### config.mk
export PLATFORM = sky130hd
export DESIGN_NAME = ps2_key_receiver
export DESIGN_NICKNAME = d
export VERILOG_FILES = /design/src/rtl/ps2_key_receiver.sv
export SDC_FILE = /design/constraint.sdc
export NUM_CORES = 1
export LEC_CHECK = 0
export BUFFER_PORTS_ARGS = -buffer_cell sky130_fd_sc_hd__buf_2
export CAP_MARGIN = 10
export CORE_ASPECT_RATIO = 0.5
export CORE_MARGIN = 1
export CORE_UTILIZATION = 25
export CTS_BUF_LIST = sky130_fd_sc_hd__clkbuf_4
export DETAILED_ROUTE_END_ITERATION = 10
export PLACE_DENSITY_LB_ADDON = 0.08
export REMOVE_ABC_BUFFERS = 1
export SYNTH_ARGS = -nofsm -noshare
export SYNTH_HDL_FRONTEND = slang
export SYNTH_SLANG_ARGS = --single-unit
### constraint.sdc
create_clock -name CLK -period 2.57 [get_ports CLK]
set_input_delay 0.1285 -clock CLK [delete_from_list [all_inputs] [get_ports CLK]]
set_output_delay 0.1285 -clock CLK [all_outputs]
set_load 0.02 [all_outputs]
### src/rtl/ps2_key_receiver.sv
// PS/2 keyboard receiver and scan-code decoder.
// Samples PS2_CLK/PS2_DATA through a synchroniser and glitch filter, deframes 11-bit packets
// (start, d0..d7, odd parity, stop) with a frame timeout, folds E0/F0 prefixes into key events
// and queues them in a FIFO with a valid/ready handshake.
// Ports:
//   CLK, RST_N        system clock, asynchronous active-low reset
//   PS2_CLK, PS2_DATA asynchronous keyboard lines
//   EV_VALID/EV_READY event handshake; EV_DATA = {ext, brk, code[7:0]} of the FIFO head
//   LAST_CODE         last correctly received byte (prefixes included)
//   FRAME_ERR         pulse on start/parity/stop error or timeout
//   OVERFLOW          pulse when an event is dropped on a full FIFO
//   BAT_OK, BAT_ERR   pulse on 0xAA / 0xFC received in IDLE
module ps2_key_receiver #(
  parameter int unsigned CLK_DIV       = 250,
  parameter int unsigned FILTER_LEN    = 4,
  parameter int unsigned TIMEOUT_TICKS = 4000,
  parameter int unsigned FIFO_DEPTH    = 8
) (
  input  logic       CLK,
  input  logic       RST_N,
  input  logic       PS2_CLK,
  input  logic       PS2_DATA,
  output logic       EV_VALID,
  input  logic       EV_READY,
  output logic [9:0] EV_DATA,
  output logic [7:0] LAST_CODE,
  output logic       FRAME_ERR,
  output logic       OVERFLOW,
  output logic       BAT_OK,
  output logic       BAT_ERR
);

  localparam int unsigned DivW = (CLK_DIV > 2) ? $clog2(CLK_DIV) : 1;
  localparam int unsigned ToW  = $clog2(TIMEOUT_TICKS + 1);
  localparam int unsigned Aw   = $clog2(FIFO_DEPTH);

  typedef enum logic [1:0] {StIdle, StE0, StF0, StE0F0} state_e;

  logic [1:0]            clk_sync_q, data_sync_q;
  logic [DivW-1:0]       tick_cnt_q, tick_cnt_d;
  logic [FILTER_LEN-1:0] hist_q, hist_d;
  logic                  filt_q, filt_d;
  logic [3:0]            bit_cnt_q, bit_cnt_d;
  logic [9:0]            shift_q, shift_d;
  logic [ToW-1:0]        to_cnt_q, to_cnt_d;
  logic                  byte_stb_q, byte_stb_d;
  logic [7:0]            byte_q, byte_d;
  logic                  frame_err_q, frame_err_d;
  logic [7:0]            last_code_q, last_code_d;
  state_e                state_q, state_d;
  logic                  push_q, push_d;
  logic [9:0]            push_data_q, push_data_d;
  logic                  bat_ok_q, bat_ok_d, bat_err_q, bat_err_d;
  logic [Aw:0]           wptr_q, wptr_d, rptr_q, rptr_d;
  logic                  ovf_q, ovf_d;
  logic [9:0]            mem_q [FIFO_DEPTH];
  logic                  tick, fall, empty, full, pop, wr;

  // Tick generator and glitch filter
  assign tick = (tick_cnt_q == DivW'(CLK_DIV - 1));

  always_comb begin
    tick_cnt_d = tick ? '0 : tick_cnt_q + 1'b1;
    hist_d     = hist_q;
    filt_d     = filt_q;
    if (tick) begin
      hist_d = FILTER_LEN'({hist_q, clk_sync_q[1]});
      if (hist_d == '0)  filt_d = 1'b0;
      else if (&hist_d)  filt_d = 1'b1;
    end
  end

  assign fall = filt_q & ~filt_d;

  // Deframer with timeout
  always_comb begin
    bit_cnt_d   = bit_cnt_q;
    shift_d     = shift_q;
    to_cnt_d    = to_cnt_q;
    byte_stb_d  = 1'b0;
    byte_d      = byte_q;
    frame_err_d = 1'b0;
    last_code_d = last_code_q;
    if (fall) begin
      to_cnt_d = '0;
      if (bit_cnt_q == 4'd10) begin
        bit_cnt_d = '0;
        // shift_q holds start, d0..d7, parity; the stop bit is the current sample
        if (!shift_q[0] && data_sync_q[1] && (^shift_q[9:1])) begin
          byte_stb_d  = 1'b1;
          byte_d      = shift_q[8:1];
          last_code_d = shift_q[8:1];
        end else begin
          frame_err_d = 1'b1;
        end
      end else begin
        shift_d[bit_cnt_q] = data_sync_q[1];
        bit_cnt_d          = bit_cnt_q + 1'b1;
      end
    end else if (tick && (bit_cnt_q != '0)) begin
      if (to_cnt_q == ToW'(TIMEOUT_TICKS - 1)) begin
        frame_err_d = 1'b1;
        bit_cnt_d   = '0;
        to_cnt_d    = '0;
      end else begin
        to_cnt_d = to_cnt_q + 1'b1;
      end
    end
  end

  // Prefix decoder
  always_comb begin
    state_d     = state_q;
    push_d      = 1'b0;
    push_data_d = push_data_q;
    bat_ok_d    = 1'b0;
    bat_err_d   = 1'b0;
    if (frame_err_q) begin
      state_d = StIdle;
    end else if (byte_stb_q) begin
      unique case (state_q)
        StIdle: begin
          if (byte_q == 8'hE0)      state_d = StE0;
          else if (byte_q == 8'hF0) state_d = StF0;
          else if (byte_q == 8'hAA) bat_ok_d = 1'b1;
          else if (byte_q == 8'hFC) bat_err_d = 1'b1;
          else begin
            push_d      = 1'b1;
            push_data_d = {2'b00, byte_q};
          end
        end
        StE0: begin
          if (byte_q == 8'hF0) begin
            state_d = StE0F0;
          end else begin
            push_d      = 1'b1;
            push_data_d = {2'b10, byte_q};
            state_d     = StIdle;
          end
        end
        StF0: begin
          push_d      = 1'b1;
          push_data_d = {2'b01, byte_q};
          state_d     = StIdle;
        end
        StE0F0: begin
          push_d      = 1'b1;
          push_data_d = {2'b11, byte_q};
          state_d     = StIdle;
        end
        default: state_d = StIdle;
      endcase
    end
  end

  // Event FIFO; a full FIFO still accepts a push when the head is popped in the same cycle
  assign empty = (wptr_q == rptr_q);
  assign full  = (wptr_q[Aw] != rptr_q[Aw]) && (wptr_q[Aw-1:0] == rptr_q[Aw-1:0]);
  assign pop   = !empty && EV_READY;
  assign wr    = push_q && (!full || pop);

  always_comb begin
    wptr_d = wr  ? wptr_q + 1'b1 : wptr_q;
    rptr_d = pop ? rptr_q + 1'b1 : rptr_q;
    ovf_d  = push_q && full && !pop;
  end

  always_ff @(posedge CLK) begin
    if (wr) mem_q[wptr_q[Aw-1:0]] <= push_data_q;
  end

  always_ff @(posedge CLK or negedge RST_N) begin
    if (!RST_N) begin
      clk_sync_q  <= 2'b11;
      data_sync_q <= 2'b11;
      tick_cnt_q  <= '0;
      hist_q      <= '1;
      filt_q      <= 1'b1;
      bit_cnt_q   <= '0;
      shift_q     <= '0;
      to_cnt_q    <= '0;
      byte_stb_q  <= 1'b0;
      byte_q      <= '0;
      frame_err_q <= 1'b0;
      last_code_q <= '0;
      state_q     <= StIdle;
      push_q      <= 1'b0;
      push_data_q <= '0;
      bat_ok_q    <= 1'b0;
      bat_err_q   <= 1'b0;
      wptr_q      <= '0;
      rptr_q      <= '0;
      ovf_q       <= 1'b0;
    end else begin
      clk_sync_q  <= {clk_sync_q[0], PS2_CLK};
      data_sync_q <= {data_sync_q[0], PS2_DATA};
      tick_cnt_q  <= tick_cnt_d;
      hist_q      <= hist_d;
      filt_q      <= filt_d;
      bit_cnt_q   <= bit_cnt_d;
      shift_q     <= shift_d;
      to_cnt_q    <= to_cnt_d;
      byte_stb_q  <= byte_stb_d;
      byte_q      <= byte_d;
      frame_err_q <= frame_err_d;
      last_code_q <= last_code_d;
      state_q     <= state_d;
      push_q      <= push_d;
      push_data_q <= push_data_d;
      bat_ok_q    <= bat_ok_d;
      bat_err_q   <= bat_err_d;
      wptr_q      <= wptr_d;
      rptr_q      <= rptr_d;
      ovf_q       <= ovf_d;
    end
  end

  assign EV_VALID  = !empty;
  assign EV_DATA   = empty ? '0 : mem_q[rptr_q[Aw-1:0]];
  assign LAST_CODE = last_code_q;
  assign FRAME_ERR = frame_err_q;
  assign OVERFLOW  = ovf_q;
  assign BAT_OK    = bat_ok_q;
  assign BAT_ERR   = bat_err_q;

endmodule

# Word level (Yosys, flattened, before mapping)
# Memory sizes are Yosys's and may differ from the RTL's.
# Index checks and enable logic that the tools add are counted.
classes:
  n_addsub: 5
  order_cmp: 2
  eq_ne: 19
  n_mux: 58
  bitwise: 4
  n_reduce_logical: 28
ops:
  columns: ["op", "count"]
  rows:
  - ["10-bit 2-to-1 mux", 6]
  - ["8-bit == test, second input constant", 5]
  - ["10-bit case mux with 4 select lines", 1]
  - ["12-bit 2-to-1 mux", 3]
  - ["1-bit 2-to-1 mux", 34]
  - ["4-bit 2-to-1 mux", 4]
  - ["12-bit by 1-bit adder with 12-bit output, second input constant", 1]
  - ["4-bit by 1-bit adder with 4-bit output, second input constant", 3]
  - ["12-bit == test, second input constant", 1]
  - ["10-bit bitwise mux", 1]
  - ["2-bit 2-to-1 mux", 5]
  - ["2-bit inequality test, second input constant", 5]
  - ["1-bit logical AND", 9]
  - ["9-bit parity", 1]
  - ["8-bit by 1-bit adder with 8-bit output, second input constant", 1]
  - ["8-bit 2-to-1 mux", 1]
  - ["7-bit AND reduction", 1]
  - ["2-bit case mux with 3 select lines", 1]
  - ["2-bit AND reduction", 3]
  - ["2-bit nonzero test", 3]
  - ["4-bit by 5-bit less-than comparator with 1-bit output, second input constant", 1]
  - ["1-bit demux with 4-bit select", 1]
  - ["2-bit == test, second input constant", 2]
  - ["4-bit == test", 1]
  - ["other kinds (17)", 22]
word_totals:
  regBits: 76
  ram_bits: 80
  inputBits: 5
  out_inout_bits: 23
  word_cells: 136
  mem_count: 1
memory_table:
  columns: ["name", "words", "word_bits", "rd", "rd_ports_with_merged_regs", "write_ports", "line", "text"]
  rows:
  - ["mem_q", 8, 10, 1, 0, 1, "56", "logic [9:0] mem_q [FIFO_DEPTH];"]

# Longest topological paths before layout
depth:
  word_depth: 8
  depth_mapped: 10
  ltp_nobuf: 7

# Least setup slack after synthesis
# No wires, ideal clock.
synth_timing:
  kind: "register to register"
  startpoint: "register wptr_q[0]"
  endpoint: "memory mem_q[0][0] (enable)"
  arrival_ns: 2.129
  path_slack_ns: 0.038
  path_stages_with_launch: 7
  path_buffers: 1
  period_less_slack_ns: 2.532
  cell_sequence: "dfrtp_1 clkbuf_1 xor2_1 or3_1 or3_1 nand2_1 nor4_1"
synth_between:
  elab_chain_len: 7
  word_cells_on_any_way: 10
  classes_between: "eq/ne: 2; mux: 2; reduce/logical: 6"
synth_lines:
  columns: ["element", "line", "text"]
  rows:
  - ["start, declared", "54", "logic [Aw:0] wptr_q, wptr_d, rptr_q, rptr_d;"]
  - ["start signal, assigned", "212", "wptr_q <= wptr_d;"]
  - ["4-bit == test or 3-bit == test (tied branches)", "157, 158", null]
  - ["1-bit zero test or 1-bit logical AND (tied branches)", "159, 158", null]
  - ["1-bit logical AND or 1-bit zero test (tied branches)", "159, 160", null]
  - ["1-bit logical OR", "160", "assign wr = push_q && (!full || pop);"]
  - ["1-bit logical AND", "160", null]
  - ["1-bit 2-to-1 mux", "169", "if (wr) mem_q[wptr_q[Aw-1:0]] <= push_data_q;"]
  - ["1-bit 2-to-1 mux (not written as such)", "169", null]
  - ["end, declared", "56", null]
# Several ways; a longest one is shown, not always the timed one.

# Final worst setup path
layout_timing:
  startpoint: "register rptr_q[0]"
  endpoint: "output EV_DATA[1]"
layout_between:
  elab_chain_len: 2
  word_cells_on_any_way: 3
  classes_between: "eq/ne: 1; mux: 1; memory: 1"
layout_lines:
  columns: ["element", "line", "text"]
  rows:
  - ["start, declared", "54", null]
  - ["start signal, assigned", "213", "rptr_q <= rptr_d;"]
  - ["memory read 8 x 10 bit or 4-bit == test (tied branches)", null, null]
  - ["10-bit 2-to-1 mux (*)", "219", "assign EV_DATA = empty ? '0 : mem_q[rptr_q[Aw-1:0]];"]
  - ["end, declared", "25", "output logic [9:0] EV_DATA,"]
# Every way passes the cells marked *; elsewhere a longest branch is shown, timed or not.

==> impl_metrics.tcl <==
set metrics [dict create \
    io_pins 28 \
    drtAntennaViolNets 0 \
    setup_slack_ns 0.206 \
    p_per_area_nw_per_um2 555 \
    diodes 0 \
    grt_setup_unrepaired "no" \
    cp_cell_sequence "buf_12 > mux4_2 > mux2i_4 > nor2_1 > buf_2" \
    post-place-ws_ns 0.210 \
    wire_per_inst_um 17.1 \
    setup_viol 0 \
    slowest_delay_ns 0.56 \
    cts_buffers 17 \
    endpoint_kind "output pin" \
    drc 4 \
    nNetsFinal 522 \
    mostFrequentLayoutCells "edfxtp_1, dfrtp_1, nor2_1" \
    design.core.area_um2 25800 \
    grt-ovfl-total 0 \
    syn-cell-area_um2 6700 \
    clkTransAtPathRegs_ns 0.15 \
    worst_pin_slew_ns 0.953 \
    fin_skew_ns 0.0213 \
    ir_drop_v 0.000259 \
    final_common_cell "edfxtp_1" \
    grt_use_total_pct 11.9 \
    syn_inst 470 \
    finalMaxSlewViolations 0 \
    drt-initial-drc-count 180 \
    grt_max_degree 40 \
    period_needed_ns 2.36 \
    synth_edf_count 80 \
    syn_avg_cell_area_um2 14.3 \
    power.leakage_nw 3.11 \
    start_kind "register" \
    viasPerCell 4.39 \
    synth_cell_types 56 \
    clockRootBuffer "clkbuf_4" \
    start_util_pct 26.0 \
    clock_latency_ns 0.59 \
    core.rowCount 41 \
    drv_cap 0 \
    status "complete, but fails checks" \
    grt_pass1_wl_um 23900 \
    max_slew_margin_pct 36.1 \
    critical_path_buf_inv_count 2 \
    finalInstanceArea_um2 7700 \
    die_area_um2 27500 \
    cp.arrival_ns 2.24 \
    fp.dieH_um 118 \
    hold_violations 0 \
    clk_path_buf_depth 2 \
    antenna_found_initial 0 \
    area_growth_pct 15.0 \
    yosysWarnings 0 \
    max_freq_mhz 423 \
    setup_tns_ns 0 \
    cts.sinks 156 \
    critPathKind "register to output pin" \
    routed_wl_um 14900 \
    violations "DRC" \
    synth-seq-cells 156 \
    worstHoldPathType "primary input to asynchronous set/reset pin" \
    postCtsSetupBuffers 0 \
    gp_congestion 0.693 \
    nFillCells 2615 \
    grt_pass1_vias 4014 \
    die_x_um 234 \
    cp_slowest_cell "mux4_2" \
    critical-path-top-delay-family "multiplexers" \
    synth_seq_area_share_pct 64.4 \
    via_count 3813 \
    cts_tree "done" \
    postLayoutCoreUtil_pct 29.9 \
    async_flop_share_pct 48.7 \
    ys.flop_type "edfxtp_1" \
    htree_levels 4 \
    drive_gt1_share_pct 27.2 \
    placed_cell_area_um2 7330 \
    numPortBuffers 27 \
    dp_hpwl_um 9940 \
    whs_ns 0.0452 \
    period_share_pct 92.0 \
    critPathMaxFanout 23 \
    critPathRequiredTime_ns 2.44 \
    drtPass1Iterations 7 \
]
-- layout make-up --
type,instances,area [µm²],area share (%)
inverters,12,45.0,0.585
clock inverters,14,171,2.23
repair buffers,47,323,4.19
well taps,344,430,5.59
clock buffers,18,135,1.75
flip-flops and latches,156,4310,56.0
multi-input cells,278,2280,29.6
-- registers in the layout (all words and copies together), names as in the netlist --
signal,cells
mem_q,80
FRAME_ERR,1
BAT_OK,1
BAT_ERR,1
bit_cnt_q,4
tick_cnt_q,8
to_cnt_q,12
hist_q,3
OVERFLOW,1
LAST_CODE,8
state_q,2
push_q,1
clk_sync_q,2
wptr_q,4
byte_stb_q,1
rptr_q,4
filt_q,1
shift_q,10
push_data_q,10
data_sync_q,2
-- metrics by stage --
stage / power [mW] / cells
finish: 4.28 / 869
global placement: 2.71 / 833
global route: 4.47 / 869
floorplan: 2.67 / 446
CTS: 4.36 / 869
detailed placement: 2.71 / 833
-- power breakdown --
| group | internal, mW | switching [mW] | total [mW] | leakage (nW) |
|---|---|---|---|---|
| combinational | 0.0108 | 0.0289 | 0.0397 | 0.998 |
| sequential | 2.61 | 0.00443 | 2.62 | 1.95 |
| clock | 0.691 | 0.929 | 1.62 | 0.163 |
| total | 3.31 | 0.962 | 4.28 | 3.11 |
-- logic make-up after synthesis --
logic type	count (synthesis)	synth area share, %
AND/OR/NAND/NOR	135	10.7
multiplexers	60	13.2
XOR/XNOR	26	3.60
adder cells (fa/ha/maj)	5	0.934
buffers and inverters	36	2.19
flip-flops	156	64.4
AO/OA/AOI/OAI	52	4.93
-- Yosys cell counts (2+ instances only) --
| library cell | count | area (µm²) |
|---|---|---|
| and2_1 | 2 | 12.5 |
| buf_2 | 5 | 25.0 |
| mux4_2 | 20 | 450 |
| nor3_1 | 12 | 60.1 |
| or3_1 | 5 | 31.3 |
| a22oi_1 | 2 | 15.0 |
| ha_1 | 5 | 62.6 |
| o211ai_1 | 2 | 15.0 |
| o22a_1 | 2 | 17.5 |
| dfrtp_1 | 68 | 1700 |
| nand2b_1 | 9 | 56.3 |
| dfstp_2 | 8 | 210 |
| nand4_1 | 9 | 56.3 |
| o41ai_1 | 2 | 17.5 |
| and3_1 | 5 | 31.3 |
| a21oi_1 | 8 | 40.0 |
| nand3_1 | 20 | 100 |
| o31ai_1 | 3 | 22.5 |
| mux2_2 | 29 | 327 |
| o22ai_1 | 2 | 12.5 |
| edfxtp_1 | 80 | 2400 |
| mux2i_1 | 11 | 110 |
| a31oi_1 | 3 | 18.8 |
| clkbuf_1 | 16 | 60.1 |
| inv_1 | 12 | 45.0 |
| xnor2_1 | 14 | 123 |
| nand2_1 | 11 | 41.3 |
| nor4_1 | 7 | 43.8 |
| o21ai_0 | 20 | 100 |
| nor3b_1 | 2 | 15.0 |
| nor2_1 | 40 | 150 |
| xor2_1 | 11 | 96.3 |
| nor2b_1 | 2 | 12.5 |
-- worst paths after layout --
check	start	to	slack (ns)	cells past startpoint
min	RST_N	rptr_q[3]	0.05	2
max in group asynchronous	RST_N	filt_q	1.86	3
min in group CLK	PS2_CLK	clk_sync_q[0]	0.19	2
max	rptr_q[0]	EV_DATA[1]	0.21	5
max reg2reg	rptr_q[0]	mem_q[3][2]	0.24	5
min reg2reg	clk_sync_q[0]	clk_sync_q[1]	0.37	0
-- timing repair --
action / CTS / global route
pin swaps: 0 / 0
hold buffers: 4 / 0
endpoints found under the hold margin: 82 / 0
setup endpoints to repair: 10 / 1
gates resized for setup: 3 / 2
-- layer usage --
layer  global-route usage, %  wire [µm]  up-vias
li1                        -          -     1854
met1                    16.2       7520     1920
met2                    17.8       6710       33
met3                    4.51        565        6
met5                       0          0        -
met4                    2.68         83        0
No activity file was read; power rests on OpenSTA's default activity.
